<file path="src/rtl/sram_b_fifo_pkg.sv">
// Shared sizing and types for the SRAM-backed streaming FIFO.
// The macro fixes both address and data width at 8 bits.
package sram_b_fifo_pkg;
  localparam int AW         = 8;
  localparam int DW         = 8;
  localparam int DEPTH      = 256;
  localparam int OBUF_DEPTH = 2;

  typedef logic [AW-1:0] ptr_t;
  typedef logic [AW:0]   cnt_t;
endpackage

</file>
<file path="src/rtl/sram_b_fifo_obuf.sv">
// Two-entry output register FIFO that absorbs the macro's registered read data.
// Head word is registered; clear drops both entries and any same-cycle push.
module sram_b_fifo_obuf #(
  parameter int DW = 8
) (
  input  logic          CLK,
  input  logic          RSTN,
  input  logic          clear,
  input  logic          push,
  input  logic [DW-1:0] push_data,
  input  logic          pop,
  output logic          out_valid,
  output logic [DW-1:0] out_data,
  output logic [1:0]    cnt
);
  logic [DW-1:0] head;
  logic [DW-1:0] tail;
  logic          pop_ok;

  assign pop_ok    = pop && (cnt != 2'd0);
  assign out_valid = (cnt != 2'd0);
  assign out_data  = head;

  always_ff @(posedge CLK or negedge RSTN) begin
    if (!RSTN) begin
      cnt  <= 2'd0;
      head <= '0;
      tail <= '0;
    end else if (clear) begin
      cnt <= 2'd0;
    end else begin
      case ({push, pop_ok})
        2'b10: begin
          if (cnt == 2'd0) head <= push_data;
          else             tail <= push_data;
          cnt <= cnt + 2'd1;
        end
        2'b01: begin
          head <= tail;
          cnt  <= cnt - 2'd1;
        end
        2'b11: begin
          // Occupancy unchanged; new word lands behind whatever remains after the pop.
          if (cnt == 2'd1) begin
            head <= push_data;
          end else begin
            head <= tail;
            tail <= push_data;
          end
        end
        default: ;
      endcase
    end
  end
endmodule

</file>
<file path="src/rtl/unisim_sram_b_8abits.sv">
// 256x8 dual-port SRAM: port 0 write-only with bit mask, port 1 read-only with one-cycle registered read.
// Contents are not initialised; reads of unwritten addresses return whatever the array holds.
module unisim_sram_b_8abits (
  input  logic       CLK,
  input  logic       CE0,
  input  logic [7:0] A0,
  input  logic [7:0] D0,
  input  logic       WE0,
  input  logic [7:0] WEM0,
  input  logic       CE1,
  input  logic [7:0] A1,
  output logic [7:0] Q1
);
  logic [7:0] mem [256];

  always_ff @(posedge CLK) begin
    if (CE0 && WE0) begin
      mem[A0] <= (mem[A0] & ~WEM0) | (D0 & WEM0);
    end
    if (CE1) begin
      Q1 <= mem[A1];
    end
  end
endmodule

</file>
<file path="src/rtl/sram_b_fifo_ctrl.sv">
// 256-entry ready/valid FIFO built on one 256x8 SRAM macro plus a 2-entry output stage.
// Reads are issued only when the output stage has room for the returning word, so the stream never stalls.
module sram_b_fifo_ctrl #(
  parameter int AW    = 8,
  parameter int DW    = 8,
  parameter int DEPTH = 256
) (
  input  logic          CLK,
  input  logic          RSTN,
  input  logic          clear,
  input  logic          in_valid,
  output logic          in_ready,
  input  logic [DW-1:0] in_data,
  output logic          out_valid,
  input  logic          out_ready,
  output logic [DW-1:0] out_data,
  output logic [AW:0]   count,
  output logic          empty,
  output logic          full
);
  import sram_b_fifo_pkg::*;

  ptr_t       wr_ptr;
  ptr_t       rd_ptr;
  cnt_t       mem_cnt;
  logic       rd_pend;
  logic [1:0] buf_cnt;
  logic       push;
  logic       pop;
  logic       issue;
  logic [2:0] occ;
  logic [7:0] q1;

  assign count    = mem_cnt + cnt_t'(rd_pend) + cnt_t'(buf_cnt);
  assign empty    = (count == '0);
  assign full     = (count == cnt_t'(DEPTH));
  assign in_ready = RSTN && !full && !clear;

  assign push = in_valid && in_ready;
  assign pop  = out_valid && out_ready && !clear;

  // Output-stage occupancy once this cycle's pop and the in-flight read settle.
  assign occ   = 3'(buf_cnt) + 3'(rd_pend) - 3'(pop);
  assign issue = RSTN && !clear && (mem_cnt != '0) && (occ < 3'(OBUF_DEPTH));

  always_ff @(posedge CLK or negedge RSTN) begin
    if (!RSTN) begin
      wr_ptr  <= '0;
      rd_ptr  <= '0;
      mem_cnt <= '0;
      rd_pend <= 1'b0;
    end else if (clear) begin
      wr_ptr  <= '0;
      rd_ptr  <= '0;
      mem_cnt <= '0;
      rd_pend <= 1'b0;
    end else begin
      if (push)  wr_ptr <= wr_ptr + 1'b1;
      if (issue) rd_ptr <= rd_ptr + 1'b1;
      mem_cnt <= mem_cnt + cnt_t'(push) - cnt_t'(issue);
      rd_pend <= issue;
    end
  end

  unisim_sram_b_8abits u_sram (
    .CLK  (CLK),
    .CE0  (push),
    .A0   (wr_ptr),
    .D0   (in_data),
    .WE0  (push),
    .WEM0 (8'hFF),
    .CE1  (issue),
    .A1   (rd_ptr),
    .Q1   (q1)
  );

  sram_b_fifo_obuf #(.DW(DW)) u_obuf (
    .CLK       (CLK),
    .RSTN      (RSTN),
    .clear     (clear),
    .push      (rd_pend),
    .push_data (q1),
    .pop       (pop),
    .out_valid (out_valid),
    .out_data  (out_data),
    .cnt       (buf_cnt)
  );
endmodule

</file>
<file path="config.mk">
export PLATFORM = sky130hd
export DESIGN_NAME = sram_b_fifo_ctrl
export DESIGN_NICKNAME = d
export VERILOG_FILES = /design/src/rtl/sram_b_fifo_pkg.sv /design/src/rtl/sram_b_fifo_obuf.sv /design/src/rtl/unisim_sram_b_8abits.sv /design/src/rtl/sram_b_fifo_ctrl.sv
export SDC_FILE = /design/constraint.sdc
export NUM_CORES = 2
export LEC_CHECK = 0
export CAP_MARGIN = 15
export CORE_UTILIZATION = 50
export CTS_CLUSTER_DIAMETER = 80
export DETAILED_ROUTE_END_ITERATION = 6
export GPL_TIMING_DRIVEN = 0
export MAX_ROUTING_LAYER = met4
export PLACE_DENSITY = 0.74
export REMOVE_ABC_BUFFERS = 1
export SLEW_MARGIN = 20
export SYNTH_ARGS = -nofsm -noshare
export SYNTH_HDL_FRONTEND = slang
export SYNTH_SLANG_ARGS = --single-unit
</file>
<file path="constraint.sdc">
create_clock -name CLK -period 8.14 [get_ports CLK]
set_input_delay 0.814 -clock CLK [delete_from_list [all_inputs] [get_ports CLK]]
set_output_delay 0.814 -clock CLK [all_outputs]
set_load 0.05 [all_outputs]
</file>
==> flow_metrics.py <==
metrics = {
    "status": {
        "outcome": "finished with violations",
        "violations": "DRC",
    },
    "worst_hold_path": {
        "min_from": "in_data[6]",
        "hold_depth": 1,
        "min_path_type": "input port to register",
    },
    "worst_setup_path": {
        "endpoint_kind": "output port",
        "crit_cells": 10,
        "cp_slowest_cell": "clkdlybuf4s50_1",
        "worstPathRequired_ns": 7.33,
        "slowest_delay_ns": 0.92,
        "r2r_start": "rd_ptr[0]",
        "worstRegToRegCells": 10,
        "cp-start-kind": "register",
        "critical_path_peak_fanout": 7,
        "critPathTopFamily": "simple AND/OR/NAND/NOR gates",
        "path_cells": "inv_1, fa_1, inv_1, fa_1, nand3_2, xnor2_1, or4_1, or4_1, nor2_1, clkdlybuf4s50_1",
        "crit_start": "rd_pend",
        "worstPathArrival_ns": 5.08,
        "critical_path_class": "register to output port",
        "path_buf_inv": 3,
    },
    "yosys": {
        "synth_edf_count": 2056,
        "yosysMostFrequentCell": "edfxtp_1",
        "yosys.cell_types.count": 68,
        "ys_top_cells_by_area": "edfxtp_1 (75%), mux4_2 (12%), mux2i_1 (2.7%), nor2_1 (1.4%), dfrtp_1 (1.3%)",
        "synth_warnings": 0,
        "synth_top_area_share": 0.7492,
        "synthTopCellsByCount": "edfxtp_1 (2056), mux4_2 (439), nor2_1 (316)",
        "ys_seq_area_frac": 0.7626,
        "async_flop_share": 0.02095,
        "synthesis.area_sq_mm": 0.08240,
        "netlist.top_cell.by_area": "edfxtp_1",
        "ys_ff_latch": 2100,
        "ys.flop_type": "edfxtp_1",
        "postSynthAreaPerCell_sq_um": 20.44,
        "synth_cells": 4031,
    },
    "timing": {
        "finalClockSkew_ns": 0.02583,
        "relSlewSlack": 0.1008,
        "fin_tns_setup_ns": 0,
        "fin_hold_ws_ns": 0.2249,
        "fmax_mhz": 169.8,
        "setup_viol": 0,
        "layout_min_cycle_time_ns": 5.891,
        "period_share": 0.7237,
        "finalHoldViolations": 0,
        "max_slew.worst_pin.slew_ns": 1.349,
        "layout_setup_ws_ns": 2.249,
        "rsz0062_at_grt": "no",
        "slew_viol_final": 0,
    },
    "drt": {
        "totalWireLength_microns": 208300,
        "vias_per_cell": 6.538,
        "drt_pass1_iterations": 7,
        "routed.top_layer": "met4",
        "wl_met3_microns": 23990,
        "wl_per_cell_microns": 32.22,
        "ant_nets": 0,
        "wl_met2_microns": 97520,
        "drc": 2,
        "drt_iter0_drc": 6212,
        "drt-met1-wl_microns": 77840,
        "via_count": 42276,
    },
    "layout": {
        "stdcell_count": 6466,
        "nets": 4149,
        "multiInputGateArea_sq_mm": 0.01832,
        "drive_gt1_frac": 0.2065,
        "seq_area_sq_mm": 0.06286,
        "syn2layout_area_growth_pct": 12.72,
        "nFillCells": 11352,
    },
    "floorplan": {
        "die_x_microns": 408.0,
        "core_sq_mm": 0.1631,
        "initial_utilization": 0.5051,
        "fp.dieArea_sq_mm": 0.1664,
        "num_rows": 148,
        "io-pin-count": 34,
        "die_h_microns": 408.0,
    },
    "placed_design": {
        "dp_hpwl_microns": 123800,
        "place_congestion": 0.8466,
        "dp_cells": 6078,
        "dp_slack_ns": 1.327,
        "port_buffers": 33,
    },
    "global_route": {
        "grt-ovfl-total": 0,
        "grt_max_degree": 136,
        "grt_pass1_wl_microns": 296700,
        "grt_pass1_vias": 41319,
        "track_usage": 0.2565,
        "grt_antenna_before_repair": 10,
    },
    "clocking": {
        "cts_inserted_buffers": 200,
        "clkTransAtPathRegs_ns": 0.06,
        "clk_latency_ns": 0.83,
        "cts.htree.levels": 4,
        "cts_root_buf": "clkbuf_16",
        "cts_resized": 0,
        "clk_path_buf_depth": 3,
        "numClockSinks": 2100,
        "cts_tree": "built",
    },
    "power_and_ir_drop": {
        "ir_drop_uv": 335.2,
        "power_density_mw_per_mm2": 270.2,
        "design_power_total_w": 0.02510,
        "p_leak_nw": 28.06,
    },
    "run": {
        "maxCapViolations": 0,
    },
}
## through the flow
step,cell area (sq um),util
after detailed placement,86380,0.5295
after floorplan,81110,-
after CTS,92850,0.5691
after global routing,92870,0.5693
after global placement,84160,0.5159
final,92880,0.5693
## what timing repair did
item | CTS | global route
hold endpoints to repair | 25 | 0
hold buffers | 1 | 0
setup buffers | 0 | 0
## area by class of cell
cell class,instances,area share
multi-input cells,1662,0.1972
well taps,2175,0.02930
inverters,24,0.0009699
clock buffers,254,0.05709
clock inverters,123,0.01239
flip-flops and latches,2100,0.6768
repair buffers,118,0.02595
diodes,10,0.0002694
## cells in the final DEF, fill, tap and decap left out, drive strengths merged, types with 34 or more instances in the layout
| cell type | synthesis | routed |
|---|---|---|
| a22oi | 98 | 98 |
| nand3 | 36 | 36 |
| nand2 | 58 | 58 |
| dfrtp | 44 | 44 |
| a21oi | 93 | 93 |
| o21ai | 34 | 34 |
| mux4 | 439 | 439 |
| clkinv | 0 | 89 |
| clkbuf | 97 | 254 |
| edfxtp | 2056 | 2056 |
| buf | 148 | 94 |
| nor2 | 316 | 316 |
| mux2i | 225 | 225 |
## path summary, 6_finish.rpt
kind | to | slack, ns
max | full | 2.25
min | u_sram.mem[207][6] | 0.22
max reg2reg | u_sram.Q1[1] | 2.36
min reg2reg | u_obuf.tail[2] | 0.51
max in group asynchronous | rd_ptr[3] | 7.03
min in group asynchronous | mem_cnt[6] | 0.53
## power by group
| part | leakage (nW) | internal, W | switching [W] | total [W] |
|---|---|---|---|---|
| Clock | 3.13 | 0.00517 | 0.00402 | 0.00919 |
| Combinational | 5.90 | 0.00182 | 0.00204 | 0.00387 |
| Sequential | 19.0 | 0.0120 | 0.0000973 | 0.0120 |
## per-layer routing
metal	global-route usage	vias to the layer above
li1	-	16827
met1	0.3442	22081
met2	0.3790	2881
met3	0.06257	487
met4	0.1042	0
met5	-	-
## cells by family after synthesis
logic type,count (synthesis),synth area share
AO/OA/AOI/OAI,412,0.03448
XOR/XNOR,29,0.003082
adder cells (fa/ha/maj),30,0.004920
buffers and inverters,269,0.01681
flip-flops,2100,0.7626
multiplexers,686,0.1503
AND/OR/NAND/NOR,505,0.02779
## sequential cells by signal (all words and copies together), names as in the netlist
name and count:
u_sram.mem 2048, mem_cnt 9, rd_ptr 8, u_obuf.out_data 8
u_obuf.tail 8, u_sram.Q1 8, wr_ptr 8, u_obuf.cnt 2
rd_pend 1
Note: power is estimated with default switching activity, not from simulation.
